$ cat config.mk
export PLATFORM = sky130hd
export DESIGN_NAME = clock_5ms_gen_flat
export DESIGN_NICKNAME = d
export VERILOG_FILES = /design/src/rtl/timebase_pkg.sv /design/src/rtl/clock_5ms_gen_if.sv /design/src/rtl/clk_div_counter.sv /design/src/rtl/clock_5ms_gen.sv /design/src/flat_wrapper.sv
export SDC_FILE = /design/constraint.sdc
export NUM_CORES = 1
export LEC_CHECK = 0
export CAP_MARGIN = 20
export CELL_PAD_IN_SITES_DETAIL_PLACEMENT = 1
export CELL_PAD_IN_SITES_GLOBAL_PLACEMENT = 1
export CORE_MARGIN = 2
export CORE_UTILIZATION = 43
export CTS_BUF_LIST = sky130_fd_sc_hd__clkbuf_8
export DETAILED_ROUTE_END_ITERATION = 7
export GPL_TIMING_DRIVEN = 1
export PLACE_DENSITY = 0.84
export SLEW_MARGIN = 5
export SYNTH_ARGS = -nofsm -noshare
export SYNTH_HDL_FRONTEND = slang
export SYNTH_HIERARCHICAL = 1
export SYNTH_SLANG_ARGS = --single-unit
$ cat constraint.sdc
create_clock -name clk_4mhz -period 1.7 [get_ports clk_4mhz]
set_clock_uncertainty 0.1 [all_clocks]
set_input_delay 0.34 -clock clk_4mhz [delete_from_list [all_inputs] [get_ports clk_4mhz]]
set_output_delay 0.34 -clock clk_4mhz [all_outputs]
set_load 0.02 [all_outputs]
$ cat src/rtl/timebase_pkg.sv
// Shared timebase constants and the divider-ratio helper used by the slow strobe generators.
`timescale 1ns/1ps
package timebase_pkg;

  localparam int SYS_CLK_HZ  = 4_000_000;
  localparam int TICK_5MS_US = 5000;

  // Number of input clocks per half output period; 64-bit math because freq*period overflows int.
  function automatic int half_cycles(input longint freq, input longint period_us);
    return int'((freq * period_us) / longint'(2_000_000));
  endfunction

endpackage

$ cat src/rtl/clock_5ms_gen_if.sv
// Output bundle of the 5 ms timebase: square wave and its registered complement.
`timescale 1ns/1ps
interface clock_5ms_gen_if;

  logic clk_5ms;
  logic clk_not_5ms;

  modport master (output clk_5ms, output clk_not_5ms);
  modport slave  (input  clk_5ms, input  clk_not_5ms);

endinterface

$ cat src/rtl/clk_div_counter.sv
// Free-running modulo-N counter; wrap_o is high during the terminal count cycle.
`timescale 1ns/1ps
module clk_div_counter #(
  parameter int N = 2,
  parameter int W = 1
) (
  input  logic clk_i,
  input  logic rst_i,
  output logic wrap_o
);

  localparam logic [W-1:0] LAST = W'(N - 1);

  logic [W-1:0] cnt_q;
  logic [W-1:0] cnt_d;

  assign wrap_o = (cnt_q == LAST);

  always_comb begin
    cnt_d = wrap_o ? '0 : cnt_q + W'(1);
  end

  always_ff @(posedge clk_i or posedge rst_i) begin
    if (rst_i) begin
      cnt_q <= '0;
    end else begin
      cnt_q <= cnt_d;
    end
  end

endmodule

$ cat src/rtl/clock_5ms_gen.sv
// 200 Hz square wave and complement derived from the 4 MHz system clock.
// Outputs are strobes for enable/edge-detect use, never for a clock tree.
`timescale 1ns/1ps
module clock_5ms_gen
  import timebase_pkg::*;
#(
  parameter int CLK_FREQ_HZ = SYS_CLK_HZ,
  parameter int PERIOD_US   = TICK_5MS_US
) (
  input  logic             clk_4mhz,
  input  logic             reset,
  clock_5ms_gen_if.master  out_if
);

  localparam int     HALF_CYCLES = half_cycles(CLK_FREQ_HZ, PERIOD_US);
  localparam int     CNT_W       = $clog2(HALF_CYCLES);
  localparam longint PRODUCT     = longint'(CLK_FREQ_HZ) * longint'(PERIOD_US);

  generate
    if (HALF_CYCLES < 2 || (PRODUCT % longint'(2_000_000)) != 0) begin : g_bad_cfg
      $error("clock_5ms_gen: ratio must be an exact integer half period of at least 2 clocks");
    end
  endgenerate

  logic wrap;
  logic clk_q;
  logic clk_d;
  logic clk_n_q;
  logic clk_n_d;

  clk_div_counter #(
    .N (HALF_CYCLES),
    .W (CNT_W)
  ) u_cnt (
    .clk_i  (clk_4mhz),
    .rst_i  (reset),
    .wrap_o (wrap)
  );

  // Complement is its own flop so both outputs share the same clock-to-out.
  always_comb begin
    clk_d   = clk_q ^ wrap;
    clk_n_d = ~clk_d;
  end

  always_ff @(posedge clk_4mhz or posedge reset) begin
    if (reset) begin
      clk_q   <= 1'b0;
      clk_n_q <= 1'b1;
    end else begin
      clk_q   <= clk_d;
      clk_n_q <= clk_n_d;
    end
  end

  assign out_if.clk_5ms     = clk_q;
  assign out_if.clk_not_5ms = clk_n_q;

endmodule

$ cat src/flat_wrapper.sv
// flat-port wrapper written by rule: the top's interface ports become plain ports
module clock_5ms_gen_flat import timebase_pkg::*;
#(
  parameter int CLK_FREQ_HZ = SYS_CLK_HZ,
  parameter int PERIOD_US   = TICK_5MS_US
)
  (clk_4mhz, reset, out_if_clk_5ms, out_if_clk_not_5ms);
  clock_5ms_gen_if out_if_i ();
  input  logic clk_4mhz;
  input  logic reset;
  output wire logic [$bits(out_if_i.clk_5ms)-1:0] out_if_clk_5ms;
  output wire logic [$bits(out_if_i.clk_not_5ms)-1:0] out_if_clk_not_5ms;
  assign out_if_clk_5ms = out_if_i.clk_5ms;
  assign out_if_clk_not_5ms = out_if_i.clk_not_5ms;
  clock_5ms_gen #(.CLK_FREQ_HZ(CLK_FREQ_HZ), .PERIOD_US(PERIOD_US)) u_core (.clk_4mhz(clk_4mhz), .reset(reset), .out_if(out_if_i));
endmodule
==> out/results.tsv, run 1 <==
metric	value	unit
FF+latch count, synth	16	
initial antenna violation count	0	
clock tree root buffer cell	clkbuf_8	
slowest CP cell	or4b_4	
worst vdd ir	0.505	mV
Fin. Hold Viols	0	
clk buf depth	2	
Worst setup EP type	flop	
distinct cell type count after synthesis	20	
Slew Limit Headroom	63.5	%
Post-synth ARST share	100	%
status	complete, no violations	
Via density	5.48	
Sequential Power Share	56.5	%
number of global-route vias before repair	587	
Worst-path clk slew	0.06	ns
Rows	15	
CP max stage delay	0.57	ns
crit path kind	flop to flop	
Min Clock Period, post-route	1.65	ns
Clock power frac	42.1	%
synthesized cell area	744	µm²
die width	45.6	µm
Int Pwr	543	µW
first-pass GRT wire length	2510	µm
Die H	45.6	µm
ratio of cells with drive above 1 in the final layout	28.2	%
Critical Path AT	1.69	ns
DRC viols	0	
DRT antenna net count	0	
worst r2r src	u_core/u_cnt/cnt_q[11]	
Worst EP required	1.74	ns
fmax	0.606	GHz
count leader, synth	dfrtp_1	
Psw	132	µW
Synth top cells by count	15 x dfrtp_1, 9 x nor2_1, 8 x xor2_1, 5 x nand3_1	
wire per inst	15.5	µm
Syn-to-layout area delta	26.7	%
EDFF count, synth	0	
Iteration-0 DRC Markers	3	
Reg2Reg Depth	4	
clock sink count	16	
FF-to-FF End	u_core/u_cnt/cnt_q[1]	
All-Layer GR Usage	17.5	%
core area	1670	µm²
IO Count	4	
count of warnings emitted by yosys	6	
total power	675	µW
final setup violating endpoints	0	
sequential area share after synthesis	53.9	%
post-synth top area share	50.4	%
Initial Utilization	44.6	%
ranking of synthesized cells by area	dfrtp_1 50%, xor2_1 9.4%, xnor2_1 4.7%	
Mean Syn Cell Area	10.9	µm²
CTS Hold Bufs	0	
ys flop type	dfrtp_1	
largest net degree at the start of global routing	15	
Hold Path Class	input port to async pin	
vias	559	
unrepaired setup endpoints after global routing	true	
Syn Nets	72	
Worst-Skew Late Latency	0.25	ns
Slew Viols, Final	0	
Total Neg Setup Slack	0	ns
Post-DP Area	863	µm²
Slew @ Worst Pin	0.547	ns
dpl cells	97	
worst hold slack	0.172	ns
flop2flop setup slack	0.05	ns
Num CTS Buffers	3	
CP Max Fanout	4	
Worst setup SP type	flop	
worst-path cell chain	or4b_4 > nor4_4 > buf_4 > nor2b_1	
Post-DP HPWL	1190	µm
final worst path period share	97.0	%
area leader, netlist	dfrtp_1	
routability cong.	0.728	
Gate power share	1.5	%
final instance area	943	µm²
Switching Share	19.5	%
number of max-cap violations	0	
Pwr Density	715	nW/µm²
CP Launch Point	u_core/u_cnt/cnt_q[11]	
Synth Instances	68	
H-tree Lvls	1	
ANT cells	0	
Buffers on Ports	3	
Final Util	56.5	%
drt first pass iters	4	
pre-CTS setup slack	0.0420	ns
non-filler instance count after layout	102	
fin nets	90	
worst setup margin	0.0510	ns
DIE AREA	2080	µm²
global route overflow	0	
total wire length	1580	µm
Fill cells	184	
Pleak	0.460	nW
TritonCTS clock tree	built	
-- cell type report --
type                    instances  area [µm²]  area share [%]
clock buffers                   3        41.3            4.38
clock inverters                 1        3.75           0.398
inverters                       3        11.3            1.19
multi-input cells              49         362            38.3
flip-flops and latches         16         402            42.6
well taps                      17        21.3            2.25
repair buffers                 13         103            10.9
-- worst max path at each step --
stage,endpoint,slack (ns),cells after the start
after floorplan,u_core/out_if.clk_5ms,0.005,3
after global placement,u_core/u_cnt/cnt_q[8],0.09,4
after detailed placement,u_core/out_if.clk_5ms,0.04,4
after CTS,u_core/out_if.clk_5ms,0.03,4
after global routing,u_core/out_if.clk_5ms,-0.05,4
final,u_core/u_cnt/cnt_q[1],0.05,4
-- critical path: cells and delay by family, from the launching register on --
family	cells	cell delay, ns
AND/OR/NAND/NOR	3	0.86
flip-flops	1	0.38
buffers and inverters	1	0.20
-- cells in the final DEF, fill, tap and decap left out, drive strengths merged, types with 2 or more instances in the layout --
| cell type | count |
|---|---|
| nand2 | 4 |
| ha | 2 |
| xnor2 | 4 |
| nor4 | 3 |
| clkbuf | 3 |
| inv | 4 |
| nor2 | 9 |
| buf | 10 |
| or3 | 2 |
| nor3 | 3 |
| nand4 | 3 |
| dfrtp | 15 |
| xor2 | 8 |
| dlygate4sd2 | 2 |
| nand3 | 5 |
-- metal layers --
metal	up-vias	track usage, %	share of wire, %
met5	-	0	0
met4	0	7.06	0.25
met3	2	4.76	3.2
met2	8	31.5	54
met1	283	19.0	43
li1	266	-	-
-- sequential cells by signal, summed over array words and instances, names as in the netlist --
register	flops
u_core/out_if.clk_5ms	1
u_core/out_if.clk_not_5ms	1
u_core/u_cnt/cnt_q	14
-- logic make-up after synthesis --
logic type,after synthesis,share of synthesized area [%]
and+or+nand+nor,31,23.4
DFF,16,54.0
xor gates and xnor gates,12,14.1
AOI/OAI and AO/OA,3,2.35
buffers and inverters,3,1.51
adders and majority gates,2,3.36
muxes,1,1.34
-- power by group through the flow --
stage	registers (mW)	clock network (mW)	logic, mW
after global routing	0.381	0.312	0.0120
after global placement	0.388	0	0.0104
after detailed placement	0.388	0	0.0110
after floorplan	0.388	0	0.00592
after CTS	0.381	0.301	0.0111
final	0.381	0.284	0.0100
-- what timing repair did --
item,CTS,global route
pin swaps,0,2
gates cloned,0,0
endpoints found under the setup margin,2,10
buffers inserted,0,1
gates resized for setup,2,8
No activity file was read; power rests on OpenSTA's default activity.
==> run 2: changes to the inputs <==
Settings changed: HOLD_SLACK_MARGIN set to 0.08.
==> results of run 2 <==
Same layout as run 1: the final DEF is identical, and so are final timing and power.
==> run 3: changes to the inputs <==
Settings changed: HOLD_SLACK_MARGIN 0.08 to not set, SYNTH_HIERARCHICAL 1 to not set.
==> run 3 against run 2 <==
Clock power increased by 23%. Non-clock buffer count grew 5. Cell area up 1.1%. Combinational power grew 16%. Worst setup slack worse by 0.030 ns. Hold slack improved by 0.13 ns. Largest cell class unchanged. Largest power group unchanged.
==> out/results.tsv, run 3 <==
metric	value	unit
crit path kind	flop to output port	
Slew @ Worst Pin	0.430	ns
pre-CTS setup slack	0.0113	ns
Gate power share	1.6	%
DIE AREA	2050	µm²
drt first pass iters	4	
H-tree Lvls	1	
Hold Path Class	input port to async pin	
largest net degree at the start of global routing	17	
ys flop type	dfrtp_1	
count of warnings emitted by yosys	0	
worst setup margin	0.0206	ns
Rows	14	
Final Util	61.2	%
Psw	150	µW
ANT cells	0	
Post-synth ARST share	100	%
synthesized cell area	732	µm²
fmax	0.595	GHz
FF+latch count, synth	16	
routability cong.	0.748	
vias	569	
Worst setup EP type	output port	
Critical Path AT	1.24	ns
count leader, synth	dfrtp_1	
slowest CP cell	clkdlybuf4s50_1	
CP Max Fanout	2	
Worst path top cell family by delay	buffers and inverters	
Syn-to-layout area delta	30.3	%
core area	1560	µm²
worst-path cell chain	clkdlybuf4s50_1	
Num CTS Buffers	3	
Worst-Skew Late Latency	0.26	ns
Buffers on Ports	3	
Die H	45.3	µm
Buffers & Inverters on Critical Path	1	
Synth Instances	66	
Pleak	0.479	nW
Pwr Density	776	nW/µm²
area leader, netlist	dfrtp_1	
Synth top cells by count	15 x dfrtp_1, 9 x nor2_1, 7 x xor2_1, 5 x nand3_1	
Slew Limit Headroom	71.1	%
distinct cell type count after synthesis	20	
DRT antenna net count	0	
clock tree root buffer cell	clkbuf_8	
Biggest register	u_core.u_cnt.cnt_q	
number of flip-flops under the largest register name	14	
fin nets	93	
IO Count	4	
Switching Share	20.3	%
initial antenna violation count	0	
number of max-cap violations	0	
final setup violating endpoints	0	
All-Layer GR Usage	22.7	%
Worst setup SP type	flop	
Clock power frac	47.0	%
CTS Hold Bufs	0	
global route overflow	0	
Worst-path clk slew	0.07	ns
status	complete, no violations	
Via density	5.47	
ratio of cells with drive above 1 in the final layout	27.3	%
worst vdd ir	0.432	mV
dpl cells	97	
Syn Nets	70	
Int Pwr	590	µW
post-synth top area share	51.3	%
total wire length	1910	µm
Post-DP HPWL	1250	µm
unrepaired setup endpoints after global routing	true	
TritonCTS clock tree	built	
CP max stage delay	0.61	ns
Mean Syn Cell Area	11.1	µm²
sequential area share after synthesis	54.9	%
Initial Utilization	47.0	%
clk buf depth	2	
first-pass GRT wire length	3130	µm
final worst path period share	98.8	%
Min Clock Period, post-route	1.68	ns
DRC viols	0	
non-filler instance count after layout	104	
Iteration-0 DRC Markers	6	
clock sink count	16	
ranking of synthesized cells by area	dfrtp_1 51%, xor2_1 8.4%, xnor2_1 4.8%	
Sequential Power Share	51.4	%
number of global-route vias before repair	626	
Worst EP required	1.26	ns
EDFF count, synth	0	
Slew Viols, Final	0	
most frequent cells in the layout	15 x buf_4, 15 x dfrtp_1, 9 x nor2_1	
wire per inst	18.4	µm
Fin. Hold Viols	0	
die width	45.3	µm
-- run 3: cell types whose count changed in the layout (fill, tap and decap cells not counted), sizes merged --
cell,previous run,this run
and2b,0,1
buf,10,15
clkbuf,3,4
clkdlybuf4s50,1,2
dlygate4sd2,2,1
inv,4,3
nor2b,1,0
nor4,3,2
xor2,8,7
-- run 3: cell type report --
class                      instances  area, µm²
timing repair buffer              18        141
inverter                           3       11.3
multi-input combinational         47        324
tap                               16       20.0
fill                             167        606
sequential                        16        402
clock buffer                       4       55.1
-- run 3: cell families (layout without fill, tap and decap cells) --
family,count (synthesis),after routing,share of synthesized area (%)
AND/OR/NAND/NOR,30,30,23.2
flip-flops,16,16,54.9
XOR/XNOR,11,11,13.2
AO/OA/AOI/OAI,3,3,2.39
buffers and inverters,3,25,1.54
adder cells (fa/ha/maj),2,2,3.42
multiplexers,1,1,1.37
-- run 3: power by group through the flow --
stage,combinational (mW),clock (mW),sequential (mW)
final,0.0116,0.348,0.381
after global routing,0.0134,0.361,0.381
after CTS,0.0126,0.347,0.381
after detailed placement,0.0122,0,0.388
after global placement,0.0117,0,0.388
after floorplan,0.00572,0,0.388
-- run 3: worst paths after layout --
check / from / end / slack, ns / depth (start not counted)
max reg2reg: u_core.u_cnt.cnt_q[7] / u_core.u_cnt.cnt_q[9] / 0.05 / 5
max in group asynchronous: reset / u_core.out_if.clk_not_5ms / 0.95 / 3
max: u_core.out_if.clk_5ms / out_if_clk_5ms / 0.02 / 1
min reg2reg: u_core.out_if.clk_5ms / u_core.out_if.clk_not_5ms / 0.37 / 1
min: reset / u_core.u_cnt.cnt_q[9] / 0.30 / 3
min in group clk_4mhz: u_core.out_if.clk_5ms / u_core.out_if.clk_not_5ms / 0.37 / 1
-- run 3: what timing repair did --
| action | in CTS | in global routing |
|---|---|---|
| endpoints found under the hold margin | 0 | 0 |
| buffers inserted | 1 | 2 |
| pin swaps | 0 | 1 |
| setup endpoints to repair | 4 | 7 |
| cloned | 0 | 0 |
| gates resized for setup | 1 | 1 |
-- run 3: per-layer routing --
layer,global-route usage (%),share of wire [%],vias to the layer above
li1,-,-,271
met1,27.9,45,281
met2,38.3,52,15
met3,4.80,2.6,2
met4,9.41,0.73,0
met5,0,0,-
-- run 3: through the flow --
stage | hold slack (ns) | power, mW | setup TNS, ns | area [µm²]
4_1_cts | 0.325 | 0.740 | 0 | 933
2_1_floorplan | 0.153 | 0.394 | -0.0160 | 732
5_1_grt | 0.349 | 0.755 | -0.113 | 953
3_5_place_dp | 0.367 | 0.400 | 0 | 872
3_3_place_gp | 0.353 | 0.400 | 0 | 872
6_report | 0.301 | 0.740 | 0 | 953
